File: config.mk
export PLATFORM = sky130hd
export DESIGN_NAME = bcd_count_ctrl
export DESIGN_NICKNAME = d
export VERILOG_FILES = /design/src/rtl/bcd_count_ctrl_pkg.sv /design/src/rtl/bcd_count_ctrl_btn_edge.sv /design/src/rtl/bcd_count_ctrl.sv
export SDC_FILE = /design/constraint.sdc
export NUM_CORES = 1
export LEC_CHECK = 0
export ABC_AREA = 0
export CORE_UTILIZATION = 49
export DETAILED_ROUTE_END_ITERATION = 7
export PLACE_DENSITY = 0.8
export SLEW_MARGIN = 15
export SYNTH_ARGS = -nofsm -noshare
export SYNTH_HDL_FRONTEND = slang
export SYNTH_HIERARCHICAL = 1
export SYNTH_SLANG_ARGS = --single-unit
export TNS_END_PERCENT = 50
File: constraint.sdc
create_clock -name clk -period 2 [get_ports clk]
set_input_delay 0.4 -clock clk [delete_from_list [all_inputs] [get_ports clk]]
set_output_delay 0.4 -clock clk [all_outputs]
set_load 0.02 [all_outputs]
File: src/rtl/bcd_count_ctrl_pkg.sv
// ----------------------------------------------------------------------------
// bcd_ctrl_pkg
// Shared definitions for the two-digit BCD counter sequencer:
//   - state_t  : sequencer state encoding (IDLE, LOAD, COUNT, PAUSE, DONE)
//   - BCD_MAX  : largest value two BCD digits can show (99)
//   - clampBcd : limits a requested step count to BCD_MAX
// No ports (package).
// ----------------------------------------------------------------------------
package bcd_ctrl_pkg;

    typedef enum logic [2:0] {
        IDLE  = 3'd0,
        LOAD  = 3'd1,
        COUNT = 3'd2,
        PAUSE = 3'd3,
        DONE  = 3'd4
    } state_t;

    localparam logic [6:0] BCD_MAX = 7'd99;

    // Requests above 99 cannot be shown on two digits, so they saturate.
    function automatic logic [6:0] clampBcd(input logic [6:0] value);
        return (value > BCD_MAX) ? BCD_MAX : value;
    endfunction

endpackage

File: src/rtl/bcd_count_ctrl_btn_edge.sv
// ----------------------------------------------------------------------------
// btn_edge
// One-bit rising-edge detector for a button level already synchronous to clk.
// A held button produces a single one-cycle event.
// Ports:
//   clk    : system clock, rising edge
//   rst_n  : asynchronous active-low reset (history cleared to 0)
//   i_btn  : button level
//   o_rise : high for the cycle in which i_btn is 1 and was 0 last cycle
// ----------------------------------------------------------------------------
module btn_edge (
    input  logic clk,
    input  logic rst_n,
    input  logic i_btn,
    output logic o_rise
);

    logic r_q;

    // Remember last cycle's level so a rise can be recognised.
    always_ff @(posedge clk or negedge rst_n) begin
        if (!rst_n) begin
            r_q <= 1'b0;
        end else begin
            r_q <= i_btn;
        end
    end

    assign o_rise = i_btn & ~r_q;

endmodule

File: src/rtl/bcd_count_ctrl.sv
// ----------------------------------------------------------------------------
// bcd_count_ctrl
// Sequencer for the two-digit BCD up-counter. Converts start/pause/clear
// button levels into a run level and a prescaled one-cycle step strobe,
// tracks the steps still to issue and flags completion.
// Parameters:
//   TICK_DIV : clk cycles per step while counting (1..65535)
//   PRESC_W  : prescaler width, derived from TICK_DIV (do not override)
// Ports:
//   clk       : system clock, rising edge
//   rst_n     : asynchronous active-low reset
//   max_count : requested step count, sampled only in LOAD
//   start     : start/resume button level
//   pause     : pause-toggle button level
//   clear     : abort/clear button level (level-sensitive)
//   run       : counter run level (0 holds the digits at 00)
//   step      : one-cycle count-enable strobe
//   remaining : steps still to issue
//   busy      : high in COUNT or PAUSE
//   done      : high in DONE
// Optional feature: define BCD_COUNT_CTRL_AUTO_RESTART_EN to make DONE hold
// for TICK_DIV cycles and then reload automatically.
// ----------------------------------------------------------------------------
module bcd_count_ctrl
    import bcd_ctrl_pkg::*;
#(
    parameter int TICK_DIV = 4,
    parameter int PRESC_W  = $clog2(TICK_DIV + 1)
) (
    input  logic       clk,
    input  logic       rst_n,
    input  logic [6:0] max_count,
    input  logic       start,
    input  logic       pause,
    input  logic       clear,
    output logic       run,
    output logic       step,
    output logic [6:0] remaining,
    output logic       busy,
    output logic       done
);

    localparam logic [PRESC_W-1:0] PRESC_TERM = PRESC_W'(TICK_DIV - 1);

    state_t             r_state;
    logic [PRESC_W-1:0] r_presc;
    logic [6:0]         r_remaining;

    state_t             w_next;
    logic [PRESC_W-1:0] w_presc_nxt;
    logic [6:0]         w_rem_nxt;
    logic [6:0]         w_clamped;
    logic               w_wrap;
    logic               w_step;
    logic               w_start_rise;
    logic               w_pause_rise;

    btn_edge u_start_edge (
        .clk    (clk),
        .rst_n  (rst_n),
        .i_btn  (start),
        .o_rise (w_start_rise)
    );

    btn_edge u_pause_edge (
        .clk    (clk),
        .rst_n  (rst_n),
        .i_btn  (pause),
        .o_rise (w_pause_rise)
    );

    assign w_clamped = clampBcd(max_count);
    assign w_wrap    = (r_presc == PRESC_TERM);

    // State, prescaler and remaining-count registers.
    always_ff @(posedge clk or negedge rst_n) begin
        if (!rst_n) begin
            r_state     <= IDLE;
            r_presc     <= '0;
            r_remaining <= 7'd0;
        end else begin
            r_state     <= w_next;
            r_presc     <= w_presc_nxt;
            r_remaining <= w_rem_nxt;
        end
    end

    // Next-state logic. clear outranks every other event and also masks the
    // step of a prescaler wrap in the same cycle. A wrap that issues the last
    // step goes to DONE even if pause rises together with it, so a paused
    // sequence always has at least one step left.
    always_comb begin
        w_next      = r_state;
        w_presc_nxt = r_presc;
        w_rem_nxt   = r_remaining;
        w_step      = 1'b0;

        if (clear) begin
            w_next      = IDLE;
            w_presc_nxt = '0;
            w_rem_nxt   = 7'd0;
        end else begin
            case (r_state)
                IDLE: begin
                    w_presc_nxt = '0;
                    w_rem_nxt   = 7'd0;
                    if (w_start_rise) begin
                        w_next = LOAD;
                    end
                end
                LOAD: begin
                    w_presc_nxt = '0;
                    w_rem_nxt   = w_clamped;
                    w_next      = (w_clamped != 7'd0) ? COUNT : DONE;
                end
                COUNT: begin
                    if (w_wrap) begin
                        w_step      = 1'b1;
                        w_presc_nxt = '0;
                        w_rem_nxt   = r_remaining - 7'd1;
                        if (r_remaining == 7'd1) begin
                            w_next = DONE;
                        end else if (w_pause_rise) begin
                            w_next = PAUSE;
                        end
                    end else begin
                        w_presc_nxt = r_presc + PRESC_W'(1);
                        if (w_pause_rise) begin
                            w_next = PAUSE;
                        end
                    end
                end
                PAUSE: begin
                    if (w_start_rise || w_pause_rise) begin
                        w_next = COUNT;
                    end
                end
                DONE: begin
                    if (w_start_rise) begin
                        w_next = LOAD;
                    end else begin
`ifdef BCD_COUNT_CTRL_AUTO_RESTART_EN
                        // Prescaler enters DONE at 0, so DONE lasts TICK_DIV cycles.
                        if (w_wrap) begin
                            w_next      = LOAD;
                            w_presc_nxt = '0;
                        end else begin
                            w_presc_nxt = r_presc + PRESC_W'(1);
                        end
`else
                        w_next = DONE;
`endif
                    end
                end
                default: begin
                    w_next      = IDLE;
                    w_presc_nxt = '0;
                    w_rem_nxt   = 7'd0;
                end
            endcase
        end
    end

    // Outputs are decoded from registered state so they drop the moment
    // rst_n is asserted.
    assign step      = w_step;
    assign run       = (r_state == COUNT) || (r_state == PAUSE) || (r_state == DONE);
    assign busy      = (r_state == COUNT) || (r_state == PAUSE);
    assign done      = (r_state == DONE);
    assign remaining = r_remaining;

endmodule

Word level (Yosys, flattened, before mapping)

Index checks and enable logic that the tools add are counted.

ROM bits: 0
Logic and storage cells: 49
Bits in latches: 0
Bits in writable memories: 0
Input port bits: 12
Bits in registers: 15
Memories: 0
Output and inout bits: 11

Reduce and logical (&&, ||, !) cells: 8
Equal/unequal tests: 10
Muxes and demuxes: 19
Shifts and indexed selects: 0
Add/sub/neg operators: 2
Multiply operators: 0
Magnitude comparators: 1
Div/mod/pow operators: 0
Bitwise logic cells: 4

Operators with widths:

| operator            | count |
|---|---|
| $mux 3              | 10 |
| $mux 7              | 3 |
| $pmux 7 s3          | 1 |
| $pmux 3 s5          | 1 |
| $eq 3x2->1 const B  | 3 |
| $ne 3x3->1 const B  | 3 |
| $eq 7x1->1 const B  | 1 |
| $gt 7x7->1 const B  | 1 |
| $reduce_bool 7->1   | 1 |
| $sub 7x1->7 const B | 1 |
| $pmux 3 s2          | 1 |
| $reduce_and 2->1    | 2 |
| $add 3x1->3 const B | 1 |
| $eq 3x1->1 const B  | 1 |
| $eq 3x3->1 const B  | 1 |
| $logic_not 3->1     | 1 |
| $logic_or 1x1->1    | 3 |
| $mux 1              | 3 |
| $and 1x1->1         | 2 |
| $ne 2x1->1 const B  | 1 |
| $not 1->1           | 2 |
| $reduce_or 2->1     | 1 |

Depth between registers and ports, before layout

Word-level depth: 7
Gate-level depth with buffers: 6

Cells and area by module

Netlist, hierarchy kept.

Modules (own cells, without submodules):

| module         | seq. area each (µm²) | cells each | times used | area an instance (µm²) |
|---|---|---|---|---|
| bcd_count_ctrl | 325.3                | 110        | 1          | 955.9 |
| btn_edge       | 25.0                 | 2          | 2          | 38.8 |

Worst setup path after synthesis

No wires, ideal clock.

Kind: flip-flop to output port
From: register r_state[0]
To: output port run
Data required time: 1.600 ns
Buffers on the path: 1
Cell stages (with the launch flop): 4
Data arrival time: 1.624 ns
Path slack: -0.024 ns
Cells stage by stage: dfrtp_1 > buf_2 > nor3b_1 > nand2b_1

Elaborated cells between the ends (all ways): 5
Classes of those cells: eq/ne: 3; reduce/logical: 2

RTL lines:

| what                   | line                  | source |
|---|---|---|
| from (decl)            | bcd_count_ctrl.sv:45  | `state_t r_state;` |
| from (signal assigned) | bcd_count_ctrl.sv:82  | `r_state <= w_next;` |
| $eq 3x3->1             | --                    |  |
| via done               | bcd_count_ctrl.sv:40  | `output logic done` |
| $logic_or 1x1->1       | bcd_count_ctrl.sv:167 | `assign run = (r_state == COUNT) \|\| (r_state == PAUSE) \|\| (r_state == DONE);` |
| to (decl)              | bcd_count_ctrl.sv:36  | `output logic run,` |

The timed path passes the listed nets, and every way through them passes these cells.

Worst setup path after layout

From: register r_state[0]
To: output port run

Word-level cells in the longest chain between the ends: 3
Elaborated cells between the ends (all ways): 5
Classes of those cells: eq/ne: 3; reduce/logical: 2

RTL lines:

| what                 | line |
|---|---|
| $eq 3x2->1           | bcd_count_ctrl.sv:167 |
| $logic_or 1x1->1     | bcd_count_ctrl.sv:167 |
| $logic_or 1x1->1 (*) | bcd_count_ctrl.sv:167 |

Mark *: on every way between the ends. The rest lies on a longest branch, timed or not.

==> impl_metrics.py <==
metrics = {
    "cts": {
        "path_clk_slew_ns": 0.10,
        "post_cts.repair.setup_buffers": 0,
        "numClockSinks": 15,
        "cts_buffer_depth": 2,
        "cts_inserted_buffers": 3,
        "hold_buffers": 0,
        "clk_latency_ns": 0.29,
        "tritoncts": "yes",
        "root_driver": "sky130_fd_sc_hd__clkbuf_4",
        "cts_resized": 8,
        "cts_htree_levels": 1,
    },
    "placement": {
        "detailed_place_hpwl_um": 1900,
        "port_bufs": 22,
        "global_placement_routability_congestion": 0.895,
        "post_dp_cell_area_um2": 1340,
    },
    "timing": {
        "rsz0062_at_grt": "false",
        "setup_violations": 0,
        "timing_max_transition_violations_final": 0,
        "setup_tns_ns": 0,
        "worst-slew-pin-transition_ns": 0.552,
        "fmax_mhz": 525,
        "hold_viol": 0,
        "hold_slack_ns": 0.421,
        "fin_skew_ns": 0.00778,
        "max-slew-margin-rel_pct": 62.7,
        "post-route-period-util_pct": 95.3,
        "period_needed_ns": 1.91,
    },
    "cells_and_area": {
        "postLayoutCellArea_um2": 1370,
        "number_of_fill_cells": 163,
        "fin_util_pct": 68.9,
        "layout_cell_share_with_drive_strength_beyond_1_pct": 15.8,
        "layout-area-overhead-vs-synth_pct": 32.2,
        "mostFrequentLayoutCell": "sky130_fd_sc_hd__clkdlybuf4s50_1",
        "storage_cell_area_um2": 375,
        "num-nets-final": 162,
        "num_antenna_cells": 0,
        "layout.cells.most_common_list": "sky130_fd_sc_hd__clkdlybuf4s50_1 (18), sky130_fd_sc_hd__dfrtp_1 (15), sky130_fd_sc_hd__nor2_1 (11), sky130_fd_sc_hd__o21ai_0 (11), sky130_fd_sc_hd__buf_4 (11)",
        "multi_input_area_um2": 621,
    },
    "critical_path": {
        "timing.critical_path.fanout_max": 11,
        "timing.critical_path.arrival_ns": 1.51,
        "regToRegSetupSlack_ns": 0.23,
        "timing.rr.start": "remaining[1]",
        "critPathCaptureType": "output pin",
        "cp-start-kind": "register",
        "worstRegToRegCells": 6,
        "cp-startpoint": "r_state[0]",
        "worst-endpoint-required_ns": 1.60,
        "setup.worst_path.class": "reg2out",
        "r2r_end": "r_state[0]",
    },
    "power_and_ir_drop": {
        "cellLeakagePower_uw": 0.000556,
        "power-per-cell-area_nw_per_um2": 526,
        "comb_power_share_pct": 28.6,
        "power_report.internal_total_uw": 487,
        "total_switching_power_uw": 232,
        "power.ir.vdd_worst_uv": 315,
        "fin_total_pwr_uw": 719,
        "sw_ratio_pct": 32.2,
        "sequentialPowerShare_pct": 46.6,
        "clock_network_fraction_of_design_power_pct": 24.8,
    },
    "yosys": {
        "synth_area_leaders": "sky130_fd_sc_hd__dfrtp_1 (36%), sky130_fd_sc_hd__o21ai_0 (5.3%), sky130_fd_sc_hd__nor2_1 (4.0%)",
        "synth_area_um2": 1030,
        "postSynthCellCount": 114,
        "synth_area_per_cell_um2": 9.07,
        "cell_type_with_the_largest_total_area_after_synthesis": "sky130_fd_sc_hd__dfrtp_1",
        "synth.ff_latch_count": 15,
        "synth-seq-area-share_pct": 36.3,
        "synth_fp_nets": 129,
        "ys_warn_count": 6,
        "synth.lib_cells_used.distinct": 36,
        "synth_largest_type_area_fraction_pct": 36.3,
    },
    "drt": {
        "firstDrtPassIters": 4,
        "finalWirelength_um": 2540,
        "post_drt_wl_per_cell_um": 14.7,
        "post_drt_via_cell_ratio": 5.87,
        "first_iter_violations": 43,
        "detail_route.drc_violations": 0,
        "final_antenna_net_count": 0,
        "vias": 1016,
    },
    "floorplan": {
        "initial_core_util_pct": 52.1,
        "design.portCount": 23,
        "area_enclosed_by_the_die_boundary_um2": 2300,
        "die_w_um": 47.9,
        "placement_rows": 16,
        "core_um2": 1980,
        "die_h_um": 47.9,
    },
    "global_route": {
        "grt_overflow_total": 0,
        "antenna_found_initial": 0,
        "grt_first_pass_wirelength_um": 3950,
        "number_of_global_route_vias_before_repair": 905,
        "maximum_number_of_pins_on_one_net_before_global_route_repair": 16,
        "globalRouteTotalUtil_pct": 25.0,
    },
    "worst_hold_path": {
        "hold_path_class": "in2async",
    },
    "run_status": {
        "run_status": "finished clean",
    },
    "job": {
        "number_of_max_cap_violations": 0,
    },
}
metrics by stage:
stage,setup WS (ns),std cells
finish,0.0941,173
global route,0.000712,173
CTS,0.0441,173
detailed placement,-0.112,169
global placement,-0.0971,169
floorplan,0.155,114
cells by family (layout without fill, tap and decap cells):
group / after synthesis / after routing / share of synthesized area [%]
compound gates: 36 / 36 / 24.7
xor+xnor: 1 / 1 / 0.848
fa+ha+maj: 3 / 3 / 3.63
buf+inv: 9 / 41 / 4.60
flops: 15 / 15 / 36.3
simple gates: 50 / 50 / 29.9
worst max path at each step:
stage	end	cells past startpoint
after CTS	step	3
after global routing	run	4
after global placement	step	3
after floorplan	step	4
final	run	4
after detailed placement	step	3
flip-flops by register name, indices dropped and copies added, names as in the netlist:
signal / flops
r_state: 3
u_pause_edge/r_q: 1
remaining: 7
u_start_edge/r_q: 1
r_presc: 3
power groups by stage:
stage	Sequential [µW]	Clock [µW]	Combinational, µW
after global placement	340	0	202
after CTS	335	186	205
after global routing	338	195	226
after detailed placement	341	0	205
final	335	178	206
after floorplan	349	0	110
synth_stat cells (all sizes together):
cell type and n:
a32oi 4, a211oi 3, nand2b 5, dfrtp 15, a32o 1, o31ai 1
a22oi 1, nor2 11, nand2 6, or3b 2, nand3b 1, nand4b 2
nand3 5, a31oi 1, buf 4, a21oi 7, or4b 1, nor4bb 1
a21o 1, nor3b 4, nor4 2, inv 4, nor3 7, clkbuf 1
nor2b 3, ha 3, o21ai 14, xor2 1, a2111oi 1, a221oi 2
worst max-delay path: stages, from the launching register on:
cell                              delay, ns
sky130_fd_sc_hd__dfrtp_1               0.38
sky130_fd_sc_hd__buf_4                 0.17
sky130_fd_sc_hd__nor3b_2               0.24
sky130_fd_sc_hd__nand2b_1              0.13
sky130_fd_sc_hd__clkdlybuf4s15_1       0.30
metal layers:
metal | share of wire [%] | up-vias | GRT usage (%)
met5 | 0 | - | 0
met4 | 0.59 | 0 | 6.67
met3 | 6.8 | 2 | 4.53
met2 | 50 | 41 | 42.4
met1 | 43 | 480 | 32.6
li1 | - | 493 | -
final cells by class:
cell class,count,area share (%)
Inverter,4,1.10
Tap cell,27,2.47
Clock buffer,4,1.92
Sequential cell,15,27.5
Timing Repair Buffer,33,21.6
Multi-Input combinational cell,90,45.4
No activity file was read; power rests on OpenSTA's default activity.
